<file path="src/rtl/design_40_arb_pkg.sv">
// Shared types and helpers for the design_40 round-robin arbiter.
package design_40_arb_pkg;

  typedef enum logic [1:0] {RUN = 2'd0, DRAIN = 2'd1, HALT = 2'd2} arb_state_e;

  localparam int LAT_MAX = 4;

  function automatic int id_width(input int n);
    int w;
    w = 1;
    while ((1 << w) < n) w++;
    return w;
  endfunction

endpackage

</file>
<file path="src/rtl/design_40_rr_pick.sv">
// Combinational round-robin picker: first set req bit at or after ptr, wrapping mod N.
module design_40_rr_pick #(
  parameter int N   = 4,
  parameter int IDW = 2
) (
  input  logic [N-1:0]   req,
  input  logic [IDW-1:0] ptr,
  output logic [N-1:0]   grant,
  output logic [IDW-1:0] idx,
  output logic           any
);

  int j;

  always_comb begin
    grant = '0;
    idx   = '0;
    any   = 1'b0;
    j     = 0;
    for (int k = 0; k < N; k++) begin
      j = int'(ptr) + k;
      if (j >= N) j = j - N;
      if (!any && req[j]) begin
        grant[j] = 1'b1;
        idx      = IDW'(j);
        any      = 1'b1;
      end
    end
  end

endmodule

</file>
<file path="src/rtl/design_40_arb.sv">
// Shares one design_40 datapath between N requesters: round-robin issue,
// ID tag pipeline matching the datapath latency, and a drain/halt sequence.
module design_40_arb
  import design_40_arb_pkg::*;
#(
  parameter int W   = 8,
  parameter int N   = 4,
  parameter int LAT = 1,
  parameter int IDW = id_width(N)
) (
  input  logic           clk,
  input  logic           rst,
  input  logic [N-1:0]   req_valid,
  output logic [N-1:0]   req_ready,
  input  logic [N*W-1:0] req_a,
  input  logic [N*W-1:0] req_b,
  output logic [W-1:0]   dp_a,
  output logic [W-1:0]   dp_b,
  output logic           dp_start,
  input  logic [W-1:0]   dp_y,
  output logic           rsp_valid,
  output logic [IDW-1:0] rsp_id,
  output logic [W-1:0]   rsp_y,
  input  logic           drain_req,
  output logic           drain_done,
  output logic           busy
);

  if (LAT < 1 || LAT > LAT_MAX) begin : g_lat_chk
    $error("design_40_arb: LAT out of range");
  end

  arb_state_e                state;
  logic [IDW-1:0]            rr_ptr;
  logic [LAT-1:0]            tag_vld;
  logic [LAT-1:0][IDW-1:0]   tag_id;
  logic [LAT-1:0]            tag_vld_sh;

  logic [N-1:0]              pick_grant;
  logic [IDW-1:0]            pick_idx;
  logic                      pick_any;
  logic                      issue_ok;
  logic                      xfer;
  logic                      pipe_clear_next;
  logic [IDW-1:0]            sel;
  logic [N-1:0][W-1:0]       a_vec;
  logic [N-1:0][W-1:0]       b_vec;

  design_40_rr_pick #(.N(N), .IDW(IDW)) u_pick (
    .req   (req_valid),
    .ptr   (rr_ptr),
    .grant (pick_grant),
    .idx   (pick_idx),
    .any   (pick_any)
  );

  // drain_req blocks issue in the very cycle it is first seen
  assign issue_ok  = (state == RUN) && !drain_req && !rst;
  assign req_ready = issue_ok ? pick_grant : '0;
  assign xfer      = issue_ok && pick_any;

  assign a_vec    = req_a;
  assign b_vec    = req_b;
  assign sel      = xfer ? pick_idx : rr_ptr;
  assign dp_a     = a_vec[sel];
  assign dp_b     = b_vec[sel];
  assign dp_start = xfer;

  assign rsp_valid = tag_vld[LAT-1] && !rst;
  assign rsp_id    = tag_id[LAT-1];
  assign rsp_y     = dp_y;
  assign busy      = (|tag_vld) || (|req_valid);

  // Pipe is empty after this edge if nothing issues and only the last stage
  // (retiring now) may be occupied; HALT is entered exactly when it empties.
  assign tag_vld_sh      = tag_vld << 1;
  assign pipe_clear_next = (tag_vld_sh == '0) && !xfer;

  always_ff @(posedge clk) begin
    if (rst) begin
      tag_vld <= '0;
    end else begin
      tag_vld[0] <= xfer;
      for (int s = 1; s < LAT; s++) tag_vld[s] <= tag_vld[s-1];
    end
  end

  always_ff @(posedge clk) begin
    tag_id[0] <= pick_idx;
    for (int s = 1; s < LAT; s++) tag_id[s] <= tag_id[s-1];
  end

  always_ff @(posedge clk) begin
    if (rst) begin
      state      <= RUN;
      rr_ptr     <= '0;
      drain_done <= 1'b0;
    end else begin
      if (xfer) rr_ptr <= (pick_idx == IDW'(N-1)) ? '0 : pick_idx + 1'b1;
      case (state)
        RUN: if (drain_req) begin
          state      <= pipe_clear_next ? HALT : DRAIN;
          drain_done <= pipe_clear_next;
        end
        DRAIN: if (pipe_clear_next) begin
          state      <= HALT;
          drain_done <= 1'b1;
        end
        HALT: if (!drain_req) begin
          state      <= RUN;
          drain_done <= 1'b0;
        end
        default: begin
          state      <= RUN;
          drain_done <= 1'b0;
        end
      endcase
    end
  end

endmodule

</file>
<file path="config.mk">
export PLATFORM = sky130hd
export DESIGN_NAME = design_40_arb
export DESIGN_NICKNAME = d
export VERILOG_FILES = /design/src/rtl/design_40_arb_pkg.sv /design/src/rtl/design_40_rr_pick.sv /design/src/rtl/design_40_arb.sv
export SDC_FILE = /design/constraint.sdc
export NUM_CORES = 1
export LEC_CHECK = 0
export CORE_ASPECT_RATIO = 0.5
export CORE_MARGIN = 1
export CORE_UTILIZATION = 34
export CTS_CLUSTER_DIAMETER = 30
export DETAILED_ROUTE_END_ITERATION = 8
export PLACE_DENSITY = 0.91
export REMOVE_ABC_BUFFERS = 1
export SLEW_MARGIN = 25
export SYNTH_ARGS = -nofsm -noshare
export SYNTH_HDL_FRONTEND = slang
export SYNTH_SLANG_ARGS = --single-unit
</file>
<file path="constraint.sdc">
create_clock -name clk -period 2.85 [get_ports clk]
set_input_delay 0.285 -clock clk [delete_from_list [all_inputs] [get_ports clk]]
set_output_delay 0.285 -clock clk [all_outputs]
set_load 0.02 [all_outputs]
</file>
; ---- Yosys cells after proc, flatten, opt, wreduce, memory -nomap -nowiden
; Index checks and enable logic that the tools add are counted.
[word_totals]
ff_bits = 8
input_bits = 79
elab_cells = 108
[classes]
n_addsub = 8
magnitude_cmp = 13
n_eq_ne = 6
muxes = 52
bitwise_logic = 3
reduce_logical = 21
[op_table]
columns = op, count
row1 = $ge A32 B1 Y1 const B, 4
row2 = $lt A32 B4 Y1 const B, 4
row3 = $mux W32, 4
row4 = $ge A32 B4 Y1 const B, 3
row5 = $sub A32 B4 Y32 const B, 3
row6 = $bmux W8 S2, 2
row7 = $mux W2, 10
row8 = $mux W4, 5
row9 = $mux W1, 19
row10 = $mux W8, 2
row11 = $or A4 B4 Y4, 3
row12 = $logic_and A1 B1 Y1, 11
row13 = $bmux W1 S2, 4
row14 = $demux W1 S2, 4
row15 = $add A2 B2 Y3 const B, 2
row16 = $logic_not A1 Y1, 6
row17 = $ne A2 B2 Y1 const B, 3
row18 = $pmux W2 S3, 1
row19 = $eq A2 B2 Y1 const B, 2
row20 = $reduce_or A4 Y1, 1
row21 = $sub A2 B3 Y4 const B, 1
row22 = $add A2 B1 Y3 const B, 1
row23 = $ge A2 B3 Y1 const B, 1
row24 = $lt A2 B3 Y1 const B, 1
row25 = other kinds (6), 6

; ---- Longest topological paths before layout
; Gate-level depths: netlist of run 1.
[logic_depth]
ltp_word = 19
mapped_depth = 11
ltp_nobuf = 8

; ---- Modules after synthesis
; Synthesis of run 1 repeated with hierarchy kept, for this count alone.
[hier_totals]
cells_unflattened = 187
hier_area_um2 = 1692.9
[modules_own_cells]
columns = mod, n_inst, cells_each, area_per_inst_um2
row1 = design_40_arb, 1, 139, 1232.4
row2 = design_40_rr_pick, 1, 48, 460.4

; ---- Least setup slack after synthesis of run 1
; Ideal clock, no wire load.
[synth_path]
path_kind = reg-to-output
startpoint = register rr_ptr[0]
endpoint = output dp_a[0]
arrival_ns = 2.655
required_time_ns = 2.565
path_slack_ns = -0.090
path_stages_with_launch = 12
path_buffers = 4
path_cell_list = dfxtp_1 -> buf_6 -> inv_2 -> ha_1 -> buf_6 -> nor4b_1 -> a21oi_1 -> a32oi_1 -> o41a_1 -> buf_6 -> buf_8 -> mux2i_1
[synth_between]
elab_chain_len = 19
word_cells_on_any_way = 45
cone_classes = add/sub: 7 / order compare: 4 / mux: 27 / reduce/logical: 7
[synth_rtl]
columns = item, line
row1 = "start, declared", design_40_arb.sv:34  ; logic [IDW-1:0] rr_ptr;
row2 = "start signal, assigned", design_40_arb.sv:99  ; if (xfer) rr_ptr <= (pick_idx == IDW'(N-1)) ? '0 : pick_idx + 1'b1;
row3 = "parallel branches: the longest is 16 deep, another holds $sub A32 B4 Y32", -
row4 = $mux W2 (*), design_40_arb.sv:64  ; assign sel = xfer ? pick_idx : rr_ptr;
row5 = $bmux W8 S2 (*), design_40_arb.sv:65  ; assign dp_a = a_vec[sel];
row6 = $mux W8 (implied by the code) (*), design_40_arb.sv:65
row7 = "end, declared", design_40_arb.sv:17  ; output logic [W-1:0] dp_a,
; Mark *: on every way between the ends. The select of a mux whose other input is x is not followed.

; ---- Worst setup path in the final report of run 1
[layout_path]
startpoint = register rr_ptr[0]
endpoint = output dp_b[5]
[layout_between]
elab_chain_len = 19
word_cells_on_any_way = 45
cone_classes = add/sub: 7 / order compare: 4 / mux: 27 / reduce/logical: 7
[layout_rtl]
columns = item, line
row1 = "parallel branches: the longest is 16 deep, another holds $sub A32 B4 Y32", -
row2 = $mux W2 (*), design_40_arb.sv:64
row3 = $bmux W8 S2 (*), design_40_arb.sv:66  ; assign dp_b = b_vec[sel];
row4 = $mux W8 (implied by the code) (*), design_40_arb.sv:66
row5 = "end, declared", design_40_arb.sv:18  ; output logic [W-1:0] dp_b,
; Marks and branches as above.

==> summary.md, run 1 <==
| Metric | Value |
|---|---|
| Post-DP HPWL | `3710 µm` |
| Routed WL per cell | `14.7 µm` |
| Util after Layout | `69.8%` |
| Fin. Hold Viols | `0` |
| CTS tree | `built` |
| Routed WL | `5020 µm` |
| Die area | `4580 µm²` |
| Critical Path End Type | `primary output` |
| Sink Count | `7` |
| Req. time, crit path | `2570 ps` |
| Initial Utilization | `36.5%` |
| Tot Pwr | `711 µW` |
| Crit share post-route | `97.1%` |
| Synth warn | `0` |
| Max cap viols | `0` |
| Final setup fails | `0` |
| Fmax | `0.361 GHz` |
| FP Rows | `16` |
| Layout Cells excl Fill | `341` |
| DIE WIDTH | `94.7 µm` |
| Vias per cell | `4.97` |
| 1st-iter DRT viols | `44` |
| Antenna viol nets, final | `0` |
| Skew final | `3.38 ps` |
| Pwr Density | `254 nW/µm²` |
| PortBufs | `96` |
| First-pass GRT wire length | `7780 µm` |
| Worst vdd ir | `0.148 mV` |
| Mapped cell area | `1460 µm²` |
| CTS clk-pin slew, worst paths | `40 ps` |
| Placed insts | `324` |
| Commonest non-fill, non-tap cell in the layout | `clkdlybuf4s50_1` |
| CP max FO | `10` |
| CP startpoint kind | `flip-flop` |
| Residual DRC count | `0` |
| Post-CTS Hold Buffers | `0` |
| Worst hold path type | `in -> out` |
| WHS | `570 ps` |
| Clock root cell | `clkbuf_8` |
| 1st-pass router iterations | `4` |
| Seq/Total Area, Yosys | `9.60%` |
| Post-synthesis register bit count | `7` |
| Skew-Pair Late Insertion Delay | `230 ps` |
| Syn_area_per_cell | `9.24 µm²` |
| RSZ-0062 raised after global routing | `yes` |
| Leakage | `0.00122 µW` |
| Cells after Synth | `158` |
| Setup CP Type | `reg -> out` |
| Post-synthesis cell type count | `42` |
| Ports | `113` |
| Critical path arrival | `2480 ps` |
| CTS H-tree depth | `1` |
| Min Tclk post-route | `2770 ps` |
| Leading cell types in the layout, fill and taps excluded | `clkdlybuf4s50_1, mux2i_1, buf_4` |
| Global route overflow | `0` |
| Layout cell share with drive strength beyond 1 | `34.5%` |
| Clock buffer count from CTS | `3` |
| Core Region | `4000 µm²` |
| Vias in the first global route | `1719` |
| Status | `finished, final reports clean` |
| Overall Global Routing Usage | `21.0%` |
| Clock Path Buffers | `2` |
| Vias | `1695` |
| RD Place Congestion | `0.879` |
| Net count, final | `371` |
| Area grow syn2layout | `91.4%` |
| Slew Viols, Final | `0` |
| Die Y | `48.3 µm` |
| Initial antenna violation count | `0` |
| Largest net degree at the start of global routing | `17` |
| ANT cells | `0` |
==> where the power goes <==
part / internal (µW) / leakage (µW) / total, µW / switching [µW]
Combinational: 266 / 0.00114 / 459 / 193
Clock: 97.0 / 0.0000228 / 142 / 45.3
Sequential: 106 / 0.0000588 / 109 / 3.79
Total: 468 / 0.00122 / 711 / 243
==> through the flow <==
stage	setup WS (ps)	area, µm²	TNS, ps
2_1_floorplan	-616	1260	-10260
3_3_place_gp	-319	2610	-5580
3_5_place_dp	-406	2610	-6610
4_1_cts	25.7	2680	0
5_1_grt	-19.5	2800	-79.7
6_report	82.6	2800	0
==> cell type report <==
| class | instances | area (µm²) |
|---|---|---|
| multi-input combinational | 126 | 1180 |
| sequential | 7 | 143 |
| tap | 54 | 67.6 |
| clock buffer | 4 | 45.0 |
| timing repair buffer | 146 | 1340 |
| inverter | 4 | 15.0 |
| fill | 302 | 1210 |
==> final timing paths <==
check,slack (ps),cells after the start,to,startpoint
hold / removal,570,0,rsp_y[0],dp_y[0]
setup reg to reg,410,9,rr_ptr[1]$_SDFFE_PP0N_,rr_ptr[0]$_SDFFE_PP0N_
hold reg to reg,600,2,drain_done$_SDFFE_PP0P_,state[0]$_SDFFE_PP0P_
setup / recovery,80,9,dp_b[5],rr_ptr[0]$_SDFFE_PP0N_
==> worst max-delay path, stage by stage, from the launching register on <==
cell     delay (ps)
dfxtp_2         340
buf_6           140
mux2i_4         290
mux2i_4         100
or3_4           420
a41oi_4         290
buf_12          190
mux2i_1         210
mux2i_1         110
buf_2           170
==> synthesized netlist by cell type <==
cell        n  area share, %
a22o_1      4            2.4
o41a_1      1           0.77
nor4_4      1            1.5
a211oi_1    1           0.51
mux2i_4     1            1.5
or3_4       1           0.77
nor3_1      1           0.34
or4b_1      1           0.69
nand4_1     1           0.43
mux2i_2     1           0.94
a2bb2oi_1   1           0.60
a21oi_1    10            3.4
a31oi_1     3            1.3
mux2_2      2            1.5
nor4b_1     1           0.60
or4_4       1           0.77
o21ai_0     3            1.0
nand3b_1    1           0.51
o21a_1      1           0.51
nand2_1     5            1.3
or2b_1      1           0.51
nor2_1     10            2.6
o221ai_1    1           0.60
nand2b_1    2           0.86
nand3_1     1           0.34
conb_1      1           0.26
inv_2       2           0.51
nor2_2      1           0.43
or3b_2      1           0.60
mux2i_1    58             40
a32oi_1     1           0.60
nor2b_1     1           0.43
buf_4      10            5.1
buf_2       1           0.34
dfxtp_1     7            9.6
a41oi_4     1            1.9
ha_1        4            3.4
buf_6       9            6.9
o211ai_2    1           0.86
buf_8       1            1.0
inv_1       2           0.51
nor2_8      1            1.4
==> registers in the layout (all words and copies together) (netlist names) <==
register,cells
drain_done,1
rr_ptr,2
rsp_id,2
state,1
tag_vld,1
==> cell families after synthesis <==
kind of cell / Yosys count / share of synthesized area, %
AOI/OAI and AO/OA: 28 / 14.5
DFF: 7 / 9.60
adders and majority gates: 4 / 3.43
buffers and inverters: 25 / 14.5
muxes: 62 / 43.8
and+or+nand+nor: 31 / 14.0
other: 1 / 0.257
==> layer usage <==
metal	track usage, %	share of wire [%]
met5	0	0
met4	4.04	2.0
met3	4.25	5.7
met2	38.2	51
met1	25.5	42
==> what timing repair did <==
action                     in CTS  in global routing
gates resized for setup        80                 33
pin swaps                       1                  3
setup buffers                   4                 10
gates cloned                    1                  0
setup endpoints to repair      20                 20
Note: power is estimated with default switching activity, not from simulation.
==> inputs of run 2 (changes only) <==
--- a/config.mk
+++ b/config.mk
@@ -5,12 +5,15 @@
 export SDC_FILE = /design/constraint.sdc
 export NUM_CORES = 1
 export LEC_CHECK = 0
+export CELL_PAD_IN_SITES_DETAIL_PLACEMENT = 1
+export CELL_PAD_IN_SITES_GLOBAL_PLACEMENT = 1
 export CORE_ASPECT_RATIO = 0.5
 export CORE_MARGIN = 1
-export CORE_UTILIZATION = 34
+export CORE_UTILIZATION = 23
 export CTS_CLUSTER_DIAMETER = 30
 export DETAILED_ROUTE_END_ITERATION = 8
-export PLACE_DENSITY = 0.91
+export PLACE_DENSITY = 0.9
+export RECOVER_POWER = 100
 export REMOVE_ABC_BUFFERS = 1
 export SLEW_MARGIN = 25
 export SYNTH_ARGS = -nofsm -noshare
==> run 2 against run 1 <==
- fmax fell by 2.4%
- combinational power rose by 4.6%
- die area rose by 46%
- largest power group unchanged
- utilization fell by 21 points
- cell count rose by 12%
==> summary.md, run 2 (same netlist as run 1, synthesis figures left out) <==
| Metric | Value |
|---|---|
| RD Place Congestion | `0.837 (was 0.879)` |
| Worst vdd ir | `0.182 mV (was 0.148 mV)` |
| Sink Count | `7 (unchanged)` |
| Overall Global Routing Usage | `16.4% (was 21.0%)` |
| CTS H-tree depth | `1 (unchanged)` |
| CTS clk-pin slew, worst paths | `40 ps (about the same)` |
| Dpl ws | `-412 ps (was -406 ps)` |
| Global route overflow | `0 (unchanged)` |
| Pint | `570 µW (was 468 µW)` |
| 1st-iter DRT viols | `50 (was 44)` |
| Antenna viol nets, final | `0 (unchanged)` |
| Clock Path Buffers | `2 (unchanged)` |
| Commonest non-fill, non-tap cell in the layout | `clkdlybuf4s50_1 (unchanged)` |
| DIE WIDTH | `115 µm (was 94.7 µm)` |
| Skew final | `2.05 ps (was 3.38 ps)` |
| Final setup TNS | `0 ps (unchanged)` |
| Routed WL per cell | `15.1 µm (was 14.7 µm)` |
| Placed cell area | `2630 µm² (was 2610 µm²)` |
| Vias in the first global route | `1897 (was 1719)` |
| Core Region | `6110 µm² (was 4000 µm²)` |
| Net count, final | `379 (was 371)` |
| Layout Cells excl Fill | `383 (was 341)` |
| RSZ-0062 raised after global routing | `yes (unchanged)` |
| Leading cell types in the layout, fill and taps excluded | `clkdlybuf4s50_1, mux2i_1, buf_4 (unchanged)` |
| Critical Path End Type | `primary output (unchanged)` |
| Post-route cell area | `2960 µm² (was 2800 µm²)` |
| Util after Layout | `48.4% (was 69.8%)` |
| Pwr Density | `282 nW/µm² (was 254 nW/µm²)` |
| Sequential Area | `143 µm² (unchanged)` |
| Post-CTS Hold Buffers | `0 (unchanged)` |
| Clock root cell | `clkbuf_16 (was clkbuf_8)` |
| Vias | `1770 (was 1695)` |
| Min Tclk post-route | `2830 ps (was 2770 ps)` |
| Initial Utilization | `23.9% (was 36.5%)` |
| Combinational Power Share | `57.7% (was 64.6%)` |
| Crit share post-route | `99.5% (was 97.1%)` |
| Routed WL | `5800 µm (was 5020 µm)` |
| Placed insts | `357 (was 324)` |
| CP startpoint kind | `flip-flop (unchanged)` |
| Psw | `262 µW (was 243 µW)` |
| Largest net degree at the start of global routing | `15 (was 17)` |
| CP max FO | `13 (was 10)` |
| Power share of the clock group | `29.2% (was 20.0%)` |
| PortBufs | `96 (unchanged)` |
| Slew Viols, Final | `0 (unchanged)` |
| Leakage | `0.00129 µW (was 0.00122 µW)` |
| Layout cell share with drive strength beyond 1 | `35.3% (was 34.5%)` |
| FP Rows | `20 (was 16)` |
| Multi-input combinational cell area | `1170 µm² (was 1180 µm²)` |
| Max cap viols | `0 (unchanged)` |
| Critical path arrival | `2550 ps (was 2480 ps)` |
| Final Worst Setup Slack | `15.4 ps (was 82.6 ps)` |
| Residual DRC count | `0 (unchanged)` |
| Fmax | `0.353 GHz (was 0.361 GHz)` |
| Ports | `113 (unchanged)` |
| CTS tree | `built (unchanged)` |
| Post-DP HPWL | `4330 µm (was 3710 µm)` |
| Final setup fails | `0 (unchanged)` |
| Vias per cell | `4.62 (was 4.97)` |
| Status | `finished, final reports clean (unchanged)` |
| Setup CP Type | `reg -> out (unchanged)` |
| Initial antenna violation count | `0 (unchanged)` |
| First-pass GRT wire length | `8750 µm (was 7780 µm)` |
| Die Y | `58.3 µm (was 48.3 µm)` |
| Switching Fraction | `31.5% (was 34.1%)` |
| 1st-pass router iterations | `4 (unchanged)` |
| Req. time, crit path | `2570 ps (about the same)` |
| Worst hold path type | `in -> reg (was in -> out)` |
| Skew-Pair Late Insertion Delay | `230 ps (about the same)` |
| Fillers | `693 (was 302)` |
| Sequential power share | `13.1% (was 15.4%)` |
| Clock buffer count from CTS | `3 (unchanged)` |
| Area grow syn2layout | `102% (was 91.4%)` |
| ANT cells | `0 (unchanged)` |
| Fin. Hold Viols | `0 (unchanged)` |
| Die area | `6690 µm² (was 4580 µm²)` |
run 2: path summary, 6_finish.rpt:
check / start / endpoint / slack (ps) / cells past startpoint
max: rr_ptr[0]$_SDFFE_PP0N_ / dp_b[3] / 20 / 12
min: rst / rr_ptr[0]$_SDFFE_PP0N_ / 410 / 3
max reg2reg: rr_ptr[1]$_SDFFE_PP0N_ / rr_ptr[1]$_SDFFE_PP0N_ / 520 / 8
min reg2reg: state[0]$_SDFFE_PP0P_ / drain_done$_SDFFE_PP0P_ / 580 / 2
run 2: what timing repair did:
item | CTS | global route
pin swaps | 4 | 7
setup buffers | 8 | 13
gates resized for setup | 100 | 17
setup endpoints to repair | 20 | 20
gates cloned | 1 | 1
run 2: worst max-delay path, stage by stage, from the launching register on:
cell and delay, ps:
dfxtp_2 320, buf_6 130, buf_4 140, buf_12 140, o21a_1 200, o221ai_2 200
nand2_1 120, a32oi_2 210, o41a_1 220, buf_12 160, buf_4 110, mux2i_1 180
buf_2 180
run 2: power by group through the flow:
stage	sequential [µW]	combinational, µW	clock [µW]
global placement	110	424	0
CTS	110	454	242
finish	109	480	243
floorplan	119	183	0
global route	110	512	251
detailed placement	111	440	0
run 2: area by class of cell:
cell class / instances / share of cell area (%)
flip-flops and latches: 7 / 4.83
repair buffers: 154 / 48.6
inverters: 4 / 0.508
clock buffers: 4 / 2.67
well taps: 88 / 3.73
multi-input cells: 126 / 39.7
run 2: per-stage QoR:
| stage | hold slack, ps | total power, µW |
|---|---|---|
| 5_1_grt | 438 | 873 |
| 4_1_cts | 570 | 806 |
| 3_3_place_gp | 502 | 534 |
| 6_report | 409 | 832 |
| 2_1_floorplan | 354 | 302 |
| 3_5_place_dp | 544 | 551 |
run 2: routing by layer:
metal | part of all wire [%] | global-route usage (%)
met5 | 0 | 0
met4 | 1.1 | 2.04
met3 | 5.2 | 3.60
met2 | 53 | 34.3
met1 | 41 | 17.4
